$ cat src/rtl/lsu_pkg.sv
// Shared types and constants for the load/store unit: FSM states, RV32I
// funct3 access codes and lane-selection helpers.
package lsu_pkg;

   typedef enum logic [1:0] {S_IDLE, S_READ, S_WRITE, S_RESP} lsu_state_e;

   localparam logic [2:0] F3_B  = 3'b000;
   localparam logic [2:0] F3_H  = 3'b001;
   localparam logic [2:0] F3_W  = 3'b010;
   localparam logic [2:0] F3_BU = 3'b100;
   localparam logic [2:0] F3_HU = 3'b101;

   localparam logic [31:0] BYTE_MASK = 32'h0000_00FF;
   localparam logic [31:0] HALF_MASK = 32'h0000_FFFF;

   // Bit offset of the byte lane selected by addr[1:0].
   function automatic logic [4:0] lane_shift(input logic [1:0] lane);
      return {lane, 3'b000};
   endfunction

endpackage

$ cat src/rtl/lsu_align.sv
// Combinational lane logic: load extract/extend and sub-word store merge.
import lsu_pkg::*;

module lsu_align (
   input  logic [31:0] i_word,
   input  logic [31:0] i_old,
   input  logic [31:0] i_wdata,
   input  logic [1:0]  i_lane,
   input  logic [2:0]  i_funct3,
   output logic [31:0] o_ld,
   output logic [31:0] o_st
);

   logic [4:0]  w_shift;
   logic [31:0] w_sh;
   logic [31:0] w_mask;

   always_comb begin
      w_shift = lane_shift(i_lane);
      w_sh    = i_word >> w_shift;
      case (i_funct3)
         F3_B:    o_ld = {{24{w_sh[7]}}, w_sh[7:0]};
         F3_BU:   o_ld = {24'b0, w_sh[7:0]};
         F3_H:    o_ld = {{16{w_sh[15]}}, w_sh[15:0]};
         F3_HU:   o_ld = {16'b0, w_sh[15:0]};
         default: o_ld = w_sh;  // word accesses are aligned, so no shift
      endcase
      case (i_funct3[1:0])
         2'b00:   w_mask = BYTE_MASK << w_shift;
         2'b01:   w_mask = HALF_MASK << w_shift;
         default: w_mask = '1;
      endcase
      o_st = (i_old & ~w_mask) | ((i_wdata << w_shift) & w_mask);
   end

endmodule

$ cat src/rtl/load_store_unit.sv
// Byte-addressed RV32I load/store initiator onto a word-addressed memory.
// Optional saturating fault counter enabled by defining LSU_FAULT_CNT_EN.
import lsu_pkg::*;

module load_store_unit #(
   parameter int ADDR_W = 6
) (
   input  logic              clk,
   input  logic              rst_n,
   input  logic              req_valid,
   output logic              req_ready,
   input  logic              req_we,
   input  logic [2:0]        req_funct3,
   input  logic [31:0]       req_addr,
   input  logic [31:0]       req_wdata,
   output logic              rsp_valid,
   output logic [31:0]       rsp_rdata,
   output logic              rsp_fault,
   output logic              mem_read,
   output logic              mem_write,
   output logic [ADDR_W-1:0] mem_addr,
   output logic [31:0]       mem_wdata,
   input  logic [31:0]       mem_rdata,
   output logic [15:0]       fault_count
);

   lsu_state_e        r_state;
   logic              r_we;
   logic [2:0]        r_f3;
   logic [ADDR_W+1:0] r_addr;
   logic [31:0]       r_wdata;
   logic              r_fault;
   logic              r_rsp_valid;
   logic [31:0]       r_rsp_rdata;
   logic              r_mem_read;
   logic              r_mem_write;
   logic [31:0]       r_mem_wdata;

   logic              w_legal, w_mis, w_oor, w_fault;
   logic [31:0]       w_ld, w_st;

   always_comb begin
      if (req_we)
         w_legal = (req_funct3 == F3_B) || (req_funct3 == F3_H) || (req_funct3 == F3_W);
      else
         w_legal = (req_funct3 == F3_B) || (req_funct3 == F3_H) || (req_funct3 == F3_W) ||
                   (req_funct3 == F3_BU) || (req_funct3 == F3_HU);
      w_mis   = ((req_funct3[1:0] == 2'b01) && req_addr[0]) ||
                ((req_funct3[1:0] == 2'b10) && (req_addr[1:0] != 2'b00));
      w_oor   = |req_addr[31:ADDR_W+2];
      w_fault = !w_legal || w_mis || w_oor;
   end

   lsu_align u_align (
      .i_word   (mem_rdata),
      .i_old    (mem_rdata),
      .i_wdata  (r_wdata),
      .i_lane   (r_addr[1:0]),
      .i_funct3 (r_f3),
      .o_ld     (w_ld),
      .o_st     (w_st)
   );

   // Memory strobes are registered alongside the state so they never see req_*.
   always_ff @(posedge clk or negedge rst_n) begin
      if (!rst_n) begin
         r_state     <= S_IDLE;
         r_we        <= 1'b0;
         r_f3        <= '0;
         r_addr      <= '0;
         r_wdata     <= '0;
         r_fault     <= 1'b0;
         r_rsp_valid <= 1'b0;
         r_rsp_rdata <= '0;
         r_mem_read  <= 1'b0;
         r_mem_write <= 1'b0;
         r_mem_wdata <= '0;
      end else begin
         r_rsp_valid <= 1'b0;
         r_mem_read  <= 1'b0;
         r_mem_write <= 1'b0;
         case (r_state)
            S_IDLE: if (req_valid) begin
               r_we        <= req_we;
               r_f3        <= req_funct3;
               r_addr      <= req_addr[ADDR_W+1:0];
               r_wdata     <= req_wdata;
               r_fault     <= w_fault;
               r_rsp_rdata <= '0;
               if (w_fault) begin
                  r_state     <= S_RESP;
                  r_rsp_valid <= 1'b1;
               end else if (req_we && (req_funct3 == F3_W)) begin
                  r_state     <= S_WRITE;
                  r_mem_write <= 1'b1;
                  r_mem_wdata <= req_wdata;
               end else begin
                  r_state    <= S_READ;
                  r_mem_read <= 1'b1;
               end
            end
            S_READ: if (r_we) begin
               r_state     <= S_WRITE;
               r_mem_write <= 1'b1;
               r_mem_wdata <= w_st;
            end else begin
               r_state     <= S_RESP;
               r_rsp_valid <= 1'b1;
               r_rsp_rdata <= w_ld;
            end
            S_WRITE: begin
               r_state     <= S_RESP;
               r_rsp_valid <= 1'b1;
            end
            default: begin
               r_state <= S_IDLE;
               r_fault <= 1'b0;
            end
         endcase
      end
   end

`ifdef LSU_FAULT_CNT_EN
   logic [15:0] r_fault_cnt;

   always_ff @(posedge clk or negedge rst_n) begin
      if (!rst_n)
         r_fault_cnt <= '0;
      else if ((r_state == S_RESP) && r_fault && (r_fault_cnt != 16'hFFFF))
         r_fault_cnt <= r_fault_cnt + 16'd1;
   end

   assign fault_count = r_fault_cnt;
`else
   assign fault_count = '0;
`endif

   assign req_ready = (r_state == S_IDLE);
   assign rsp_valid = r_rsp_valid;
   assign rsp_rdata = r_rsp_rdata;
   assign rsp_fault = r_fault;
   assign mem_read  = r_mem_read;
   assign mem_write = r_mem_write;
   assign mem_addr  = r_addr[ADDR_W+1:2];
   assign mem_wdata = r_mem_wdata;

endmodule

$ cat config.mk
export PLATFORM = sky130hd
export DESIGN_NAME = load_store_unit
export DESIGN_NICKNAME = d
export VERILOG_FILES = /design/src/rtl/lsu_pkg.sv /design/src/rtl/lsu_align.sv /design/src/rtl/load_store_unit.sv
export SDC_FILE = /design/constraint.sdc
export NUM_CORES = 1
export LEC_CHECK = 0
export BUFFER_PORTS_ARGS = -buffer_cell sky130_fd_sc_hd__buf_4
export CORE_MARGIN = 2
export CORE_UTILIZATION = 52
export CTS_CLUSTER_DIAMETER = 60
export CTS_CLUSTER_SIZE = 30
export DETAILED_ROUTE_END_ITERATION = 10
export GPL_TIMING_DRIVEN = 0
export PLACE_DENSITY = 0.82
export SYNTH_ARGS = -nofsm -noshare
export SYNTH_HDL_FRONTEND = slang
export SYNTH_SLANG_ARGS = --single-unit
$ cat constraint.sdc
create_clock -name clk -period 2.3 [get_ports clk]
set_input_delay 0.115 -clock clk [delete_from_list [all_inputs] [get_ports clk]]
set_output_delay 0.115 -clock clk [all_outputs]
set_load 0.01 [all_outputs]
==> summary.md, run 1 <==
| Metric | Value |
|---|---|
| H-Tree Depth | `4` |
| Worst r2r src | `r_addr[1]` |
| Global-route wire length before repair | `~34000 um` |
| Num Clock Sinks | `about 110` |
| Seq/Total Area, Yosys | `44.34%` |
| Status | `finished clean` |
| Antenna diodes | `0` |
| Cells after DPL | `about 960` |
| WHS | `108.3 ps` |
| Worst min-delay path startpoint | `mem_rdata[17]` |
| Crit. End Element | `flop` |
| Netlist cell types | `48` |
| First-pass detailed-route iteration total | `5` |
| Area share of the largest cell type after synthesis | `~44%` |
| Worst setup startpoint | `r_addr[1]` |
| Tightest Pin Transition | `between 800 and 900 ps` |
| DRT antenna net count | `0` |
| Register bit count reported by yosys | `between 100 and 150` |
| Synth warn | `0` |
| Clock Path Buffers | `2` |
| Layout Skew | `7.727 ps` |
| Via density | `roughly 5.9` |
| M1 GR Usage | `a little over two fifths` |
| Mean post-synth cell area | `between 10 and 15 um2` |
| Leak pwr | `4.479 nW` |
| Mapped Area | `~0.0064 mm2` |
| CTS tree | `yes` |
| Post-synth EDFFs | `0` |
| Placer Congestion | `between 0.9 and 1` |
| Tot GR Track Use | `34.67%` |
| Iteration-0 DRC Markers | `between 500 and 600` |
| Post-synth ARST share | `100.0%` |
| WL final | `22590 um` |
| Grt ovf | `0` |
| CP max stage cell | `nor2_1` |
| Int Power | `about 8.0 mW` |
| Post-synth top cells | `114 x dfrtp_1, 60 x mux2_2, 51 x nand2_1` |
| Final hold vios | `0` |
| Cell mode on critical path | `a21oi_1` |
| Clock slew at reported path FFs | `around 60 ps` |
| Ys flop type | `dfrtp_1` |
| # setup viols final | `0` |
| Critical Path Max Stage Delay | `around 480 ps` |
| Crit start category | `flop` |
| Hpwl dp | `15510 um` |
| Largest area contributor in the netlist | `dfrtp_1` |
| Root buf cell | `clkbuf_16` |
| Setup CP Type | `reg2reg` |
| Die ar. | `~0.013 mm2` |
| Layout Nets | `972` |
| Area grow syn2layout | `43.95%` |
| Skew-Pair Late Insertion Delay | `430 ps` |
| Share of layout cells above drive strength 1 | `between 40% and 50%` |
| Sw Share | `40.52%` |
| RSZ-0062 raised after global routing | `yes` |
| M3 GR Usage | `9.331%` |
| Period Utilization, post-route | `around 100%` |
| # DRC | `0` |
| GR Util met2 | `between 50% and 60%` |
| Hold Crit Class | `in2reg` |
| Crit-path max FO | `10` |
| Clock buffer count from CTS | `17` |
| Largest net degree at the start of global routing | `115` |
| IO Count | `194` |
| CORE AREA | `0.01206 mm2` |
| Max Fclk | `between 400 and 500 MHz` |
| Initial cell density of the core | `between 50% and 60%` |
| Avg WL per Cell | `between 20 and 25 um` |
| Initial antenna violation count | `0` |
| Die Ht | `115.2 um` |
| Setup TNS | `0 ps` |
| Pwr Density | `1460 mW/mm2` |
| Row count | `40` |
| Final Max Tran Viols | `0` |
| Switching Power | `between 5 and 6 mW` |
| Critical path required time | `about 2600 ps` |
| Crit path cell chain | `buf_2, nor2_1, clkbuf_2, nor3b_1, a21oi_1, a21oi_1, mux2_4` |
| Vias | `around 6200` |
| WP data arrival | `approximately 2600 ps` |
| Die X | `115.2 um` |
| Sequential power share | `around 28%` |
| Max-cap check violation count | `0` |
| Global routing's busiest layer | `met2` |
| Post-Synthesis Cells | `about 600` |
| Port Buffers | `around 180` |
| Vias in the first global route | `approximately 6100` |
| Post-layout min period | `2295 ps` |
| Synth area leaders | `dfrtp_1 44%, mux2_2 11%, mux2_4 7.0%` |
| Final std cells w/o fill | `around 1000` |
| Slew margin rel. | `between 40% and 50%` |
| Clk pwr share | `a little under a fifth` |
| Peak supply drop | `~0.75 mV` |
| Most frequent cell after synthesis | `dfrtp_1` |
| Comb pwr share | `between 50% and 60%` |
[worst max-delay path, delay by kind of cell (launching register included)]
kind,cells,cell delay [ps]
flip-flops,1,370
buffers and inverters,2,590
AND/OR/NAND/NOR,2,620
AO/OA/AOI/OAI,2,300
multiplexers,1,300
[sequential cells by signal, indices dropped and copies added, names as in the netlist]
| name | cells |
|---|---|
| mem_wdata | 32 |
| r_wdata | 32 |
| rsp_rdata | 32 |
| r_addr | 8 |
| r_f3 | 3 |
| r_state | 2 |
| mem_read | 1 |
| mem_write | 1 |
| r_we | 1 |
| rsp_fault | 1 |
| rsp_valid | 1 |
[routing by layer]
metal  vias up  routed length, um
met2       382              11270
li1       2684                  -
met5         -                  0
met1      3035               8749
met4         0                783
met3        68               1793
[power by group through the flow]
stage,Clock (mW),Sequential [mW],Combinational (mW)
after floorplan,0,3.76,4.17
final,2.59,3.75,7.19
after detailed placement,0,3.71,6.72
after CTS,2.58,3.69,6.90
after global routing,2.71,3.83,7.63
after global placement,0,3.65,6.57
[what timing repair did]
action	4_1_cts	5_1_grt
hold endpoints to repair	54	34
setup buffers	3	2
pin swaps	2	1
endpoints found under the setup margin	61	91
resized for setup	5	25
hold buffers	53	1
[worst paths after layout]
check | slack [ps] | to | depth (start not counted)
hold / removal | 110 | rsp_rdata[17] | 3
setup reg to reg | 5 | mem_wdata[7] | 7
max in group asynchronous | 1440 | r_wdata[27] | 3
hold reg to reg | 490 | rsp_rdata[12] | 2
setup / recovery | 5 | mem_wdata[7] | 7
min in group asynchronous | 140 | rsp_rdata[24] | 2
[cells by family after synthesis]
family / count (synthesis) / share of synthesized area (%)
AO/OA/AOI/OAI: 128 / 13.32
AND/OR/NAND/NOR: 140 / 10.74
adder cells (fa/ha/maj): 4 / 0.7779
other: 1 / 0.05829
buffers and inverters: 77 / 6.340
multiplexers: 133 / 24.43
flip-flops: 114 / 44.34
[cell usage in the layout (no fill, tap or decap), drive strengths merged, types with 10 or more instances in the layout]
cell,netlist,routed
dfrtp,114,114
nand3,10,10
nand2,51,51
o21ai,27,27
nor2,46,46
mux2,92,92
mux2i,40,40
clkbuf,28,46
dlygate4sd3,0,54
a21oi,43,43
conb,1,16
inv,11,11
a221o,16,16
buf,37,218
[area by class of cell]
| type | instances | area (um2) |
|---|---|---|
| multi-input cells | 421 | 3246 |
| clock buffers | 19 | 442.9 |
| plain buffers | 62 | 372.9 |
| clock inverters | 13 | 137.6 |
| flip-flops and latches | 114 | 2853 |
| repair buffers | 237 | 1951 |
| well taps | 168 | 210.2 |
| fillers | 779 | 2800 |
| inverters | 12 | 48.80 |
[through the flow]
stage	area, um2	util, %	power, mW	setup WS, ps
floorplan	6490	-	7.927	283.1
CTS	9181	76.12	13.17	55.89
detailed placement	8029	66.57	10.43	-159.4
global route	9261	76.78	14.17	-28.47
finish	9261	76.78	13.52	5.066
global placement	8029	66.57	10.22	-78.00
Note: power is estimated with default switching activity, not from simulation.
==> run 2, diff against run 1 <==
Settings changed: CORE_ASPECT_RATIO from default to 0.6, CORE_UTILIZATION 52 to 54, CTS_BUF_LIST from default to sky130_fd_sc_hd__clkbuf_4, PLACE_DENSITY 0.82 to 0.84, SETUP_SLACK_MARGIN from default to 0.2.
==> summary.md, run 2 (same netlist as run 1, synthesis figures left out) <==
| Metric | Value |
|---|---|
| Port Buffers | `about 180` |
| Setup CP Type | `in2reg` |
| Sw Share | `between 40% and 50%` |
| WP data arrival | `~2600 ps` |
| Area grow syn2layout | `43.12%` |
| Share of layout cells above drive strength 1 | `a little under half` |
| Worst r2r src | `r_addr[0]` |
| Placer Congestion | `0.9431` |
| Crit path cell chain | `dlygate4sd3_1, buf_4, o31a_2, nor4_4, nand3_1, nor2_1, dlygate4sd3_1` |
| Placed instance area | `around 0.0080 mm2` |
| Tot GR Track Use | `between 30% and 40%` |
| Final hold vios | `0` |
| Via density | `around 6` |
| Crit Reg-Reg Endpoint | `mem_wdata[28]` |
| Largest net degree at the start of global routing | `about 120` |
| Layout Skew | `approximately 17 ps` |
| Cell mode on critical path | `dlygate4sd3_1` |
| Hpwl dp | `about 17000 um` |
| Int Power | `7.326 mW` |
| Crit-path max FO | `5` |
| Row count | `30` |
| Initial cell density of the core | `approximately 56%` |
| Peak supply drop | `~0.86 mV` |
| Vias | `around 6300` |
| Period Utilization, post-route | `91.82%` |
| Hold Crit Class | `in2reg` |
| CTS tree | `yes` |
| Crit. End Element | `flop` |
| Antenna diodes | `0` |
| Worst r2r path cells | `6` |
| First-pass detailed-route iteration total | `5` |
| Fill count | `673` |
| Tot Pwr | `12.91 mW` |
| Cells after DPL | `approximately 950` |
| Post-layout min period | `2112 ps` |
| Setup slack, reg-to-reg | `230 ps` |
| Tightest Pin Transition | `about 860 ps` |
| Most common cell after layout, fill and taps aside | `buf_4` |
| # DRC | `0` |
| Initial antenna violation count | `1` |
| CP max stage cell | `dlygate4sd3_1` |
| Utilization after layout | `80.43%` |
| Post-route cell area | `between 0.009 and 0.01 mm2` |
| Clock Path Buffers | `2` |
| Max Fclk | `473.5 MHz` |
| Iteration-0 DRC Markers | `between 600 and 700` |
| Global-route wire length before repair | `35330 um` |
| Hold Path End | `rsp_rdata[18]` |
| Critical path buffer and inverter count | `3` |
| Sequential power share | `29.3%` |
| Critical path required time | `around 2800 ps` |
| Final std cells w/o fill | `about 1000` |
| IO Count | `about 190` |
| Comb pwr share | `around 60%` |
| Status | `finished clean` |
| WL final | `24000 um` |
| Die X | `144.9 um` |
| Switching Power | `5.588 mW` |
| CORE AREA | `approximately 0.011 mm2` |
| Family with the most delay on the worst path | `buffers and inverters` |
| RSZ-0062 raised after global routing | `yes` |
| Die ar. | `0.01283 mm2` |
| Critical Path Max Stage Delay | `around 570 ps` |
| Skew-Pair Late Insertion Delay | `roughly 520 ps` |
| Clock slew at reported path FFs | `about 110 ps` |
| Grt ovf | `0` |
| Max-cap check violation count | `0` |
| Avg WL per Cell | `23.01 um` |
| DRT antenna net count | `0` |
| Final Max Tran Viols | `0` |
| Pwr Density | `~1400 mW/mm2` |
| H-Tree Depth | `4` |
| Register area | `between 0.002 and 0.003 mm2` |
| WHS Path Cells | `3` |
| Slew margin rel. | `42.59%` |
| Crit start category | `input port` |
| # setup viols final | `0` |
| WHS | `~38 ps` |
| Vias in the first global route | `between 6000 and 7000` |
| Commonest non-fill, non-tap cells in the layout | `204 x buf_4, 113 x dfrtp_1, 60 x mux2_2` |
| Layout Nets | `979` |
| Root buf cell | `clkbuf_4` |
| Clk pwr share | `between 10 and 15%` |
| Area of the multi-input gates | `0.003421 mm2` |
| Die Ht | `just under 90 um` |
| Leak pwr | `4.472 nW` |
| Clock buffer count from CTS | `17` |
| Num Clock Sinks | `114` |
| Worst min-delay path startpoint | `mem_rdata[18]` |
==> run 2: changes by cell type in the layout (fill, tap and decap cells not counted), moves of 3 or more <==
| cell | previous run | this run |
|---|---|---|
| clkbuf_16 | 17 | 0 |
| a221oi_2 | 0 | 3 |
| clkinvlp_4 | 7 | 3 |
| clkbuf_1 | 14 | 6 |
| o41ai_1 | 7 | 2 |
| o41ai_4 | 0 | 3 |
| nor2b_1 | 4 | 1 |
| a221oi_1 | 9 | 6 |
| buf_2 | 7 | 12 |
| clkbuf_4 | 2 | 23 |
==> run 2: timing repair <==
| action | CTS | global route |
|---|---|---|
| buffers inserted | 5 | 2 |
| hold endpoints to repair | 112 | 0 |
| endpoints found under the setup margin | 94 | 63 |
| gates resized for setup | 44 | 42 |
| pin swaps | 2 | 2 |
| hold buffers | 55 | 0 |
| gates cloned | 1 | 0 |
==> run 2: per-stage QoR <==
stage	TNS, ps	worst slack (ps)
floorplan	0	283.1
global placement	-1627	-197.0
detailed placement	-2857	-178.8
CTS	0	143.0
global route	0	192.2
finish	0	188.2
==> run 2: worst max path at each step <==
stage | startpoint | endpoint | slack, ps | depth (start not counted)
6_report | req_funct3[0] | mem_read | 190 | 7
5_1_grt | r_addr[0] | mem_wdata[23] | 190 | 7
4_1_cts | r_f3[1] | mem_wdata[22] | 140 | 5
2_1_floorplan | r_state[0] | mem_wdata[0] | 280 | 8
3_5_place_dp | r_f3[1] | mem_wdata[22] | -180 | 5
3_3_place_gp | r_f3[1] | mem_wdata[22] | -200 | 5
==> run 2: per-layer routing <==
metal	GRT usage, %	routed length (um)
met1	48.43	9623
met2	56.71	10720
met3	16.70	3243
met4	9.631	405
met5	0	12
==> run 2: area by class of cell <==
class                      instances  area share (%)
tap                              160           2.174
clock inverter                    12           1.291
multi-input combinational        421           37.15
sequential                       114           31.00
buffer                            65           4.770
inverter                          12          0.5028
timing repair buffer             241           21.65
clock buffer                      18           1.468
==> run 2: tightest hold or removal path, cell delays in order <==
cell     delay (ps)
buf_4           120
mux2_2          160
a221o_1         130
==> run 2: power groups by stage <==
stage	sequential, mW	combinational (mW)	clock (mW)
5_1_grt	3.85	8.14	1.54
2_1_floorplan	3.76	4.17	0
3_5_place_dp	3.72	6.80	0
4_1_cts	3.70	7.21	1.43
6_report	3.78	7.70	1.43
3_3_place_gp	3.66	6.62	0
